`config.mk`:
```
export PLATFORM = sky130hd
export DESIGN_NAME = cache_mem_arbiter
export DESIGN_NICKNAME = d
export VERILOG_FILES = /design/src/rtl/cache_mem_arbiter.sv
export SDC_FILE = /design/constraint.sdc
export NUM_CORES = 1
export LEC_CHECK = 0
export CAP_MARGIN = 30
export CORE_AREA = 2 2 213 215
export DETAILED_ROUTE_END_ITERATION = 10
export DIE_AREA = 0 0 215 217
export PLACE_DENSITY = 0.47
export SLEW_MARGIN = 10
export SYNTH_ARGS = -nofsm -noshare
export SYNTH_HDL_FRONTEND = slang
export SYNTH_SLANG_ARGS = --single-unit
export TNS_END_PERCENT = 30
```
`constraint.sdc`:
```
create_clock -name clk -period 2.8 [get_ports clk]
set_input_delay 0.28 -clock clk [delete_from_list [all_inputs] [get_ports clk]]
set_output_delay 0.28 -clock clk [all_outputs]
set_load 0.01 [all_outputs]
```
`src/rtl/cache_mem_arbiter.sv`:
```
// Arbitrates the I-cache and D-cache read clients and the D-cache write client
// onto one memory port, keeping exactly one memory transaction in flight.
module cache_mem_arbiter #(
  parameter int RR_EN = 1
) (
  input  logic         clk,
  input  logic         resetn,
  input  logic         i_rd_req,
  input  logic [2:0]   i_rd_type,
  input  logic [31:0]  i_rd_addr,
  output logic         i_rd_rdy,
  output logic         i_ret_valid,
  output logic         i_ret_last,
  output logic [31:0]  i_ret_data,
  input  logic         d_rd_req,
  input  logic [2:0]   d_rd_type,
  input  logic [31:0]  d_rd_addr,
  output logic         d_rd_rdy,
  output logic         d_ret_valid,
  output logic         d_ret_last,
  output logic [31:0]  d_ret_data,
  input  logic         d_wr_req,
  input  logic [2:0]   d_wr_type,
  input  logic [31:0]  d_wr_addr,
  input  logic [3:0]   d_wr_wstrb,
  input  logic [127:0] d_wr_data,
  output logic         d_wr_rdy,
  output logic         mem_rd_req,
  output logic [2:0]   mem_rd_type,
  output logic [31:0]  mem_rd_addr,
  input  logic         mem_rd_rdy,
  input  logic         mem_ret_valid,
  input  logic         mem_ret_last,
  input  logic [31:0]  mem_ret_data,
  output logic         mem_wr_req,
  output logic [2:0]   mem_wr_type,
  output logic [31:0]  mem_wr_addr,
  output logic [3:0]   mem_wr_wstrb,
  output logic [127:0] mem_wr_data,
  input  logic         mem_wr_rdy,
  input  logic         mem_wr_done
);

  typedef enum logic [2:0] {
    S_IDLE    = 3'd0,
    S_RD_REQ  = 3'd1,
    S_RD_DATA = 3'd2,
    S_WR_REQ  = 3'd3,
    S_WR_WAIT = 3'd4
  } state_e;

  localparam logic [1:0] OWN_NONE = 2'b00;
  localparam logic [1:0] OWN_I    = 2'b01;
  localparam logic [1:0] OWN_D    = 2'b10;
  localparam logic       RR_ON    = (RR_EN != 0);

  state_e         state_q, state_d;
  logic           rr_q, rr_d;          // 1: the d read client wins the next contest
  logic [1:0]     owner_q, owner_d;
  logic [2:0]     type_q, type_d;
  logic [31:0]    addr_q, addr_d;
  logic [3:0]     wstrb_q, wstrb_d;
  logic [127:0]   wdata_q, wdata_d;
  logic           gnt_i_s, gnt_d_s, gnt_w_s;
  logic           rd_data_s;

  // State, arbitration pointer and latched transaction fields
  always_ff @(posedge clk or negedge resetn) begin
    if (!resetn) begin
      state_q <= S_IDLE;
      rr_q    <= 1'b1;
      owner_q <= OWN_NONE;
      type_q  <= 3'd0;
      addr_q  <= 32'd0;
      wstrb_q <= 4'd0;
      wdata_q <= 128'd0;
    end else begin
      state_q <= state_d;
      rr_q    <= rr_d;
      owner_q <= owner_d;
      type_q  <= type_d;
      addr_q  <= addr_d;
      wstrb_q <= wstrb_d;
      wdata_q <= wdata_d;
    end
  end

  // Grant selection and next-state logic
  always_comb begin
    state_d = state_q;
    rr_d    = rr_q;
    owner_d = owner_q;
    type_d  = type_q;
    addr_d  = addr_q;
    wstrb_d = wstrb_q;
    wdata_d = wdata_q;
    gnt_i_s = 1'b0;
    gnt_d_s = 1'b0;
    gnt_w_s = 1'b0;
    case (state_q)
      S_IDLE: begin
        if (d_wr_req) begin
          gnt_w_s = 1'b1;
          type_d  = d_wr_type;
          addr_d  = d_wr_addr;
          wstrb_d = d_wr_wstrb;
          wdata_d = d_wr_data;
          owner_d = OWN_D;
          state_d = S_WR_REQ;
        end else if (d_rd_req && (!i_rd_req || !RR_ON || rr_q)) begin
          gnt_d_s = 1'b1;
          type_d  = d_rd_type;
          addr_d  = d_rd_addr;
          owner_d = OWN_D;
          rr_d    = 1'b0;
          state_d = S_RD_REQ;
        end else if (i_rd_req) begin
          gnt_i_s = 1'b1;
          type_d  = i_rd_type;
          addr_d  = i_rd_addr;
          owner_d = OWN_I;
          rr_d    = 1'b1;
          state_d = S_RD_REQ;
        end else begin
          state_d = S_IDLE;
        end
      end
      S_RD_REQ: begin
        if (mem_rd_rdy) begin
          state_d = S_RD_DATA;
        end else begin
          state_d = S_RD_REQ;
        end
      end
      S_RD_DATA: begin
        if (mem_ret_valid && mem_ret_last) begin
          state_d = S_IDLE;
          owner_d = OWN_NONE;
        end else begin
          state_d = S_RD_DATA;
        end
      end
      S_WR_REQ: begin
        if (mem_wr_rdy) begin
          state_d = S_WR_WAIT;
        end else begin
          state_d = S_WR_REQ;
        end
      end
      S_WR_WAIT: begin
        if (mem_wr_done) begin
          state_d = S_IDLE;
          owner_d = OWN_NONE;
        end else begin
          state_d = S_WR_WAIT;
        end
      end
      default: begin
        state_d = S_IDLE;
        owner_d = OWN_NONE;
      end
    endcase
  end

  // Accept pulses are combinational in the IDLE cycle; force them low while in reset.
  assign i_rd_rdy = gnt_i_s & resetn;
  assign d_rd_rdy = gnt_d_s & resetn;
  assign d_wr_rdy = gnt_w_s & resetn;

  assign mem_rd_req   = (state_q == S_RD_REQ);
  assign mem_rd_type  = type_q;
  assign mem_rd_addr  = addr_q;
  assign mem_wr_req   = (state_q == S_WR_REQ);
  assign mem_wr_type  = type_q;
  assign mem_wr_addr  = addr_q;
  assign mem_wr_wstrb = wstrb_q;
  assign mem_wr_data  = wdata_q;

  assign rd_data_s   = (state_q == S_RD_DATA);
  assign i_ret_valid = rd_data_s && (owner_q == OWN_I) && mem_ret_valid;
  assign i_ret_last  = rd_data_s && (owner_q == OWN_I) && mem_ret_last;
  assign i_ret_data  = (rd_data_s && (owner_q == OWN_I)) ? mem_ret_data : 32'd0;
  assign d_ret_valid = rd_data_s && (owner_q == OWN_D) && mem_ret_valid;
  assign d_ret_last  = rd_data_s && (owner_q == OWN_D) && mem_ret_last;
  assign d_ret_data  = (rd_data_s && (owner_q == OWN_D)) ? mem_ret_data : 32'd0;

endmodule
```
==> run metrics, run 1 <==
startpoint type of the worst setup path flop; async set or reset register ratio after synthesis 100%; DR vias/cell 4.07; R2R depth 5; leakage power 0.00619 uW; biggest fanout along the worst timing path 34; Setup CP Type reg -> out; final hold violations 0; CP endpoint kind output port; area of the mapped netlist 8480 um^2; HPWL after detailed placement 26.9 mm; # H-tree levels 4; CP max-delay cell clkdlybuf4s50_1; most numerous cell in the Yosys netlist dfrtp_1; Setup Fix Bufs, Post-CTS 0; crit path cell chain nor2_1, nand2_1, nor3b_2, buf_6, and2_1, clkdlybuf4s50_1; final antenna-violating net count 0; endpoint arrival time on the critical path 2300 ps; Period Utilization, post-route 92.0%; number of cell rows 78; Syn Nets 949; setup violators final 0; category of cells accounting for the largest share of critical-path delay buffers and inverters; leading area contributor after synthesis dfrtp_1; iteration-0 DRC count of the detailed router 305; number of top-level design ports 554; CTS Sinks 173; portion of synthesized cell area occupied by the leading cell type 50.7%; library cell used as clock root buffer clkbuf_16; sum of routed wire length over all layers 35.3 mm; critical path buffer and inverter count 2; clk buf depth 2; via count of the first global-routing pass 7950; worst stage delay on the critical path 530 ps; fraction of layout instances using a drive strength above 1 16.4%; TritonCTS clock tree done; Die Width 215 um; number of clock buffers inserted by TritonCTS 17; final design utilization 33.6%; relative slew slack 55.0%; All-Layer GR Usage 14.9%; Warnings, synthesis 0; number of remaining DRC errors 0; final count of pins violating max slew 0; Mapped Avg Cell Area 12.7 um^2; stages on the worst setup path 6; area enclosed by the die boundary 46700 um^2; DP Cell Count 1759; list of most frequent post-synthesis cells dfrtp_1, mux2_4, and2_1; number of distinct standard cells referenced by the synthesized netlist 33; Worst VDD drop 0.000445 V; chip height 217 um; Placement Setup Slack 610 ps; initial antenna violation count 2; final critical-path required period 2580 ps; status finished, final reports clean; unrepaired setup endpoints after global routing false; detail-routed net length per standard cell 19.7 um; number of nets in the finished design 1458; number of max-cap violations 0; Port Buf Inserts 553; Yosys reg bits 173; total power per unit cell area 1020 nW/um^2; proportion of synthesized chip area in sequential cells 51.0%; Worst Skew 14.1 ps; clk slew on worst S/H paths 80 ps; total gr overflow 0; wire length of the first global-routing pass 51.9 mm; total via count after detailed routing 7283; initial cell density of the core 19.0%; final setup slack of the worst path 224 ps; Reg2Reg Setup Slack 640 ps; top cells by area, synth dfrtp_1, mux2_4, nand3b_1; detailed-routing iteration count for the pre-antenna-repair pass 6; FF-to-FF Start state_q[2]$_DFF_PN0_; number of flops mapped to enable cells by yosys 0; number of cells in the finished layout apart from fillers 1790; count of antenna diodes in the layout 0; clk_lat worst skew 460 ps; GPL Wtd Cong 0.779; most used flip-flop cell after synthesis dfrtp_1; pin count of the biggest net entering global routing 92; number of cells produced by synthesis 670; layout overhead on the synthesized area 77.2%; worst reg2reg endpoint mem_rd_addr[4]$_DFFE_PN0P_; Post-Route Setup TNS 0 ps; maximum frequency from static timing analysis 388 MHz; WHS 283 ps; Std-Cell Core Area 44700 um^2; Slew @ Worst Pin 674 ps; Critical Path RT 2520 ps; worst hold path type in -> async
[through the flow]
step,area (um^2),power (uW)
floorplan,8480,8600
global placement,14400,12900
finish,15000,15300
CTS,15000,15600
global route,15000,16200
detailed placement,14400,12900
[cell type report]
type / instances / area (um^2)
sequential: 173 / 4330
clock buffer: 19 / 443
clock inverter: 11 / 155
inverter: 3 / 11.3
tap: 600 / 751
timing repair buffer: 573 / 5730
multi-input combinational: 411 / 3610
fill: 4604 / 29700
[per-layer routing]
metal	wire length (um)	GRT usage, %	up-vias
li1	-	-	3309
met1	14000	16.7	3579
met2	17800	26.5	366
met3	2800	5.28	27
met4	630	4.71	2
met5	13	0	-
[worst max path at each step]
stage | startpoint | to | slack [ps]
after floorplan | rr_q$_DFFE_PN1P_ | d_rd_rdy | 1120
after global placement | state_q[0]$_DFF_PN0_ | d_ret_data[2] | 610
after detailed placement | state_q[2]$_DFF_PN0_ | mem_rd_addr[4]$_DFFE_PN0P_ | 610
after CTS | state_q[1]$_DFF_PN0_ | i_ret_data[23] | 60
after global routing | state_q[2]$_DFF_PN0_ | i_ret_data[12] | 30
final | state_q[2]$_DFF_PN0_ | d_ret_data[2] | 220
[state kept, by name, summed over array words and instances, names as in the netlist]
register,count
mem_wr_data,128
mem_wr_wstrb,4
owner_q,2
state_q,3
mem_rd_addr,32
mem_rd_type,3
rr_q,1
[power breakdown]
group / internal (uW) / switching [uW] / total (uW) / leakage [uW]
clock: 1440 / 1110 / 2550 / 0.000297
sequential: 3800 / 904 / 4700 / 0.00202
combinational: 5000 / 3090 / 8090 / 0.00388
[cells by family (layout without fill, tap and decap cells)]
group                  Yosys count  count (layout)  synth area share [%]
AO/OA/AOI/OAI                   81              81                  5.53
flip-flops                     173             173                  51.0
AND/OR/NAND/NOR                197             197                  14.8
multiplexers                   133             133                  22.0
buffers and inverters           86             606                  6.64
[cells in the final DEF (no fill, tap or decap), types with 3 or more instances in the layout]
cell / netlist / routed
dfrtp_1: 172 / 169
nor2b_1: 3 / 3
dfrtp_2: 0 / 3
nor2_1: 36 / 36
nand2_1: 6 / 6
mux2_2: 37 / 37
inv_6: 0 / 5
nand3b_1: 70 / 70
clkdlybuf4s50_1: 0 / 551
mux2_4: 95 / 95
bufinv_16: 0 / 3
and2_1: 71 / 70
buf_4: 37 / 14
and3_1: 3 / 3
o21ai_0: 38 / 38
clkbuf_16: 0 / 17
inv_1: 3 / 3
a31oi_1: 36 / 36
buf_12: 0 / 3
[timing repair]
action	in CTS	in global routing
gates resized for setup	0	5
hold buffers	1	0
hold endpoints to repair	21	0
endpoints found under the setup margin	0	68
No activity file was read; power rests on OpenSTA's default activity.
==> run 2: changes to the inputs <==
CORE_AREA = 2 2 216 218   (was 2 2 213 215)
DIE_AREA = 0 0 218 220   (was 0 0 215 217)
PLACE_DENSITY = 0.46   (was 0.47)
==> run metrics, run 2 (synthesis results as in run 1) <==
CTS Sinks 173; WHS 279 ps; sum of routed wire length over all layers 35.9 mm; area enclosed by the die boundary 48000 um^2; iteration-0 DRC count of the detailed router 343; layout overhead on the synthesized area 77.5%; Worst VDD drop 0.000530 V; number of nets in the finished design 1456; clk buf depth 2; # H-tree levels 4; critical hold path startpoint d_wr_req; worst reg2reg endpoint mem_wr_data[93]$_DFFE_PN0P_; number of flip-flops in the largest register 128; Port Buf Inserts 553; Reg2Reg Setup Slack 700 ps; clk_lat worst skew 480 ps; Post-Route Setup TNS 0 ps; leakage power 0.00620 uW; fraction of layout instances using a drive strength above 1 16.4%; status finished, final reports clean; number of max-cap violations 0; total power per unit cell area 1020 nW/um^2; detailed-routing iteration count for the pre-antenna-repair pass 4; initial cell density of the core 18.5%; WHS Path Cells 3; commonest cells after routing, fill and taps aside clkdlybuf4s50_1, dfrtp_1, mux2_4, and2_1, nand3b_1; pin count of the biggest net entering global routing 133; number of remaining DRC errors 0; most common library cell in the layout ignoring fill and taps clkdlybuf4s50_1; final hold violations 0; wire length of the first global-routing pass 50.6 mm; Critical Path RT 2520 ps; worst stage delay on the critical path 540 ps; R2R depth 4; CP max-delay cell clkdlybuf4s50_1; startpoint type of the worst setup path flop; total gr overflow 0; Std-Cell Core Area 45900 um^2; initial antenna violation count 5; sequential cell area 4330 um^2; endpoint arrival time on the critical path 2370 ps; final antenna-violating net count 0; number of clock buffers inserted by TritonCTS 17; worst hold path type in -> reg; HPWL after detailed placement 27.4 mm; footprint of the multi-input gates 3620 um^2; Die Width 218 um; maximum frequency from static timing analysis 377 MHz; Period Utilization, post-route 94.6%; DR vias/cell 4.00; final count of pins violating max slew 0; Setup Fix Bufs, Post-CTS 0; clk slew on worst S/H paths 70 ps; detail-routed net length per standard cell 20.0 um; FF-to-FF Start state_q[2]$_DFF_PN0_; relative slew slack 38.9%; via count of the first global-routing pass 7578; DP Cell Count 1762; total via count after detailed routing 7195; biggest fanout along the worst timing path 17; number of top-level design ports 554; Setup CP Type reg -> out; final critical-path required period 2650 ps; All-Layer GR Usage 14.6%; GPL Wtd Cong 0.784; number of cells in the finished layout apart from fillers 1798; setup violators final 0; number of cell rows 79; Slew @ Worst Pin 916 ps; chip height 220 um; library cell used as clock root buffer clkbuf_16; Worst Skew 11.1 ps; Hold EP owner_q[1]$_DFFE_PN0P_; crit path cell chain nor2_1, nand2_1, nor3b_4, buf_6, and2_1, clkdlybuf4s50_1; CP endpoint kind output port; count of filler cells inserted in the layout 4614; TritonCTS clock tree done
==> run 2: cell count changes in the layout (fill, tap and decap cells not counted), sizes merged <==
cell,before,now
clkdlybuf4s50,551,550
clkinvlp,0,2
bufinv,3,2
dlymetal6s2s,0,1
clkbuf,20,19
buf,20,18
diode,0,1
clkinv,2,4
==> run 2: how the worst max path moves through the flow <==
stage / cells past startpoint / startpoint / slack [ps] / to
after CTS: 5 / state_q[1]$_DFF_PN0_ / 20 / d_ret_data[25]
after floorplan: 5 / rr_q$_DFFE_PN1P_ / 1120 / d_rd_rdy
final: 6 / state_q[2]$_DFF_PN0_ / 150 / d_ret_data[25]
after global routing: 6 / state_q[2]$_DFF_PN0_ / -20 / d_ret_data[4]
after global placement: 5 / state_q[1]$_DFF_PN0_ / 590 / d_ret_data[15]
after detailed placement: 5 / state_q[1]$_DFF_PN0_ / 600 / d_ret_data[25]
==> run 2: power by group <==
| part | switching (uW) | total, uW | internal (uW) |
|---|---|---|---|
| Clock | 1160 | 2490 | 1330 |
| Sequential | 891 | 4690 | 3800 |
| Combinational | 3140 | 8170 | 5030 |
| Total | 5190 | 15400 | 10200 |
==> run 2: final cells by class <==
| type | instances | share of cell area [%] |
|---|---|---|
| antenna | 1 | 0.0166 |
| clock buffer | 18 | 2.85 |
| clock inverter | 14 | 1.04 |
| inverter | 3 | 0.0748 |
| multi-input combinational | 411 | 24.0 |
| sequential | 173 | 28.8 |
| tap | 607 | 5.04 |
| timing repair buffer | 571 | 38.2 |
==> run 2: stage by stage <==
step	instance area (um^2)	utilization, %	total power (uW)	worst slack, ps
2_1_floorplan	8480	-	8600	1120
3_3_place_gp	14400	31.4	12900	594
3_5_place_dp	14400	31.4	12900	601
4_1_cts	15000	32.7	15500	19.0
5_1_grt	15100	32.8	16300	-19.3
6_report	15100	32.8	15400	150
==> run 2: critical path: cells and delay by family, from the launching register on <==
family	cells	cell delay (ps)
buf+inv	2	740
simple gates	4	680
flops	1	460
==> run 2: timing repair <==
| action | 4_1_cts | 5_1_grt |
|---|---|---|
| setup endpoints to repair | 0 | 68 |
| gates resized for setup | 0 | 10 |
| hold buffers | 1 | 0 |
| endpoints found under the hold margin | 40 | 0 |
==> run 2: routing by layer <==
layer	global-route usage [%]	wire [um]	share of wire, %	vias up
li1	-	-	-	3320
met2	24.9	18000	50	362
met1	15.6	13300	37	3467
met4	5.60	919	2.6	4
met5	0	19	0.053	-
met3	7.00	3690	10	42
==> run 3: changes to the inputs <==
CTS_BUF_LIST = sky130_fd_sc_hd__clkbuf_8   (was unset)
==> run metrics, run 3 (synthesis results as in run 1) <==
status finished, final reports clean; sum of routed wire length over all layers 36.0 mm; maximum frequency from static timing analysis 374 MHz; wire length of the first global-routing pass 50.8 mm; DP Cell Count 1762; CTS Sinks 173; relative slew slack 40.4%; sum of internal, switching and leakage power 14800 uW; worst reg2reg endpoint mem_wr_data[93]$_DFFE_PN0P_; Die Width 218 um; TritonCTS clock tree done; sequential cell fraction of total power 31.6%; number of remaining DRC errors 0; total power per unit cell area 980 nW/um^2; FF-to-FF Start state_q[0]$_DFF_PN0_; Period Utilization, post-route 95.5%; Slew @ Worst Pin 893 ps; # H-tree levels 4; initial cell density of the core 18.5%; category of cells accounting for the largest share of critical-path delay buffers and inverters; internal power of the cells 9630 uW; Post-Route Setup TNS 0 ps; Worst VDD drop 0.000431 V; Port Buf Inserts 553; detailed-routing iteration count for the pre-antenna-repair pass 4; worst stage delay on the critical path 560 ps; Comb pwr share 55.5%; detail-routed net length per standard cell 20.0 um; total gr overflow 0; critical hold path startpoint d_wr_req; Critical Path Source state_q[2]$_DFF_PN0_; GPL Wtd Cong 0.784; clk buf depth 2; All-Layer GR Usage 14.6%; fraction of power spent switching nets 34.8%; switching power of the nets 5130 uW; Setup CP Type reg -> out; final setup slack of the worst path 127 ps; final critical-path required period 2670 ps; commonest cells after routing, fill and taps aside clkdlybuf4s50_1, dfrtp_1, mux2_4, and2_1, nand3b_1; initial antenna violation count 5; final hold violations 0; CP endpoint kind output port; stages on the worst setup path 4; startpoint type of the worst setup path flop; layout overhead on the synthesized area 77.7%; number of max-cap violations 0; number of nets in the finished design 1461; CP max-delay cell clkdlybuf4s50_1; leakage power 0.00730 uW; final antenna-violating net count 0; Std-Cell Core Area 45900 um^2; iteration-0 DRC count of the detailed router 382; Reg2Reg Setup Slack 590 ps; clk_lat worst skew 550 ps; number of cell rows 79; number of clock buffers inserted by TritonCTS 17; most common library cell in the layout ignoring fill and taps clkdlybuf4s50_1; DR vias/cell 4.02; setup violators final 0; final count of pins violating max slew 0; Placement Setup Slack 601 ps; Worst Skew 14.8 ps; Critical Path RT 2520 ps; chip height 220 um; library cell used as clock root buffer clkbuf_8; crit path cell chain buf_4, nor4_4, and3_1, clkdlybuf4s50_1; number of top-level design ports 554; total via count after detailed routing 7243; number of flip-flops in the largest register 128; critical path buffer and inverter count 2; via count of the first global-routing pass 7582; worst hold path type in -> reg; biggest fanout along the worst timing path 6; R2R depth 5; number of cells in the finished layout apart from fillers 1803; endpoint arrival time on the critical path 2390 ps; fraction of layout instances using a drive strength above 1 16.9%; crit path capture i_rd_rdy; relative contribution of the clock network to total power 12.9%; pin count of the biggest net entering global routing 133; clk slew on worst S/H paths 100 ps; HPWL after detailed placement 27.4 mm; area enclosed by the die boundary 48000 um^2
run 3: area by class of cell:
cell class	count	area, um^2
well taps	607	759
repair buffers	576	5950
flip-flops and latches	173	4330
multi-input cells	411	3620
clock inverters	15	160
inverters	3	11.3
diodes	1	2.50
clock buffers	17	234
fillers	4647	30800
run 3: stage by stage:
step	hold WS (ps)	instance area, um^2	utilization [%]
after global placement	159	14400	31.4
final	203	15100	32.9
after CTS	129	14800	32.3
after global routing	198	15100	32.9
after floorplan	-15.6	8480	-
after detailed placement	158	14400	31.4
run 3: power by group through the flow:
| stage | combinational (uW) | sequential [uW] | clock, uW |
|---|---|---|---|
| global route | 8730 | 4850 | 2110 |
| global placement | 8220 | 4680 | 0 |
| finish | 8190 | 4670 | 1900 |
| CTS | 8230 | 4700 | 2020 |
| floorplan | 3480 | 5120 | 0 |
| detailed placement | 8180 | 4740 | 0 |
run 3: how the worst min path moves through the flow:
stage	to	cells after the start
2_1_floorplan	mem_rd_addr[0]$_DFFE_PN0P_	0
3_3_place_gp	mem_rd_addr[30]$_DFFE_PN0P_	1
3_5_place_dp	mem_rd_addr[30]$_DFFE_PN0P_	1
4_1_cts	owner_q[1]$_DFFE_PN0P_	3
5_1_grt	owner_q[1]$_DFFE_PN0P_	3
6_report	owner_q[1]$_DFFE_PN0P_	3
run 3: worst reg2reg max path: cells and delay by family (launching register included):
family,cells,cell delay [ps]
flops,1,450
buf+inv,2,660
simple gates,2,660
mux,1,330
run 3: timing repair:
action                                  CTS  global route
hold buffers                              1             0
gates cloned                              0             2
setup buffers                             0             4
pin swaps                                 0             0
gates resized for setup                   4            75
endpoints found under the setup margin   68            68
hold endpoints to repair                 40             0
run 3: layer usage:
layer	routed length (um)	vias to the layer above	track usage, %	share of wire [%]
met3	3340	36	5.77	9.3
met4	702	4	5.37	1.9
met5	19	-	0	0.053
met2	18500	358	25.5	51
li1	-	3324	-	-
met1	13500	3521	16.0	37
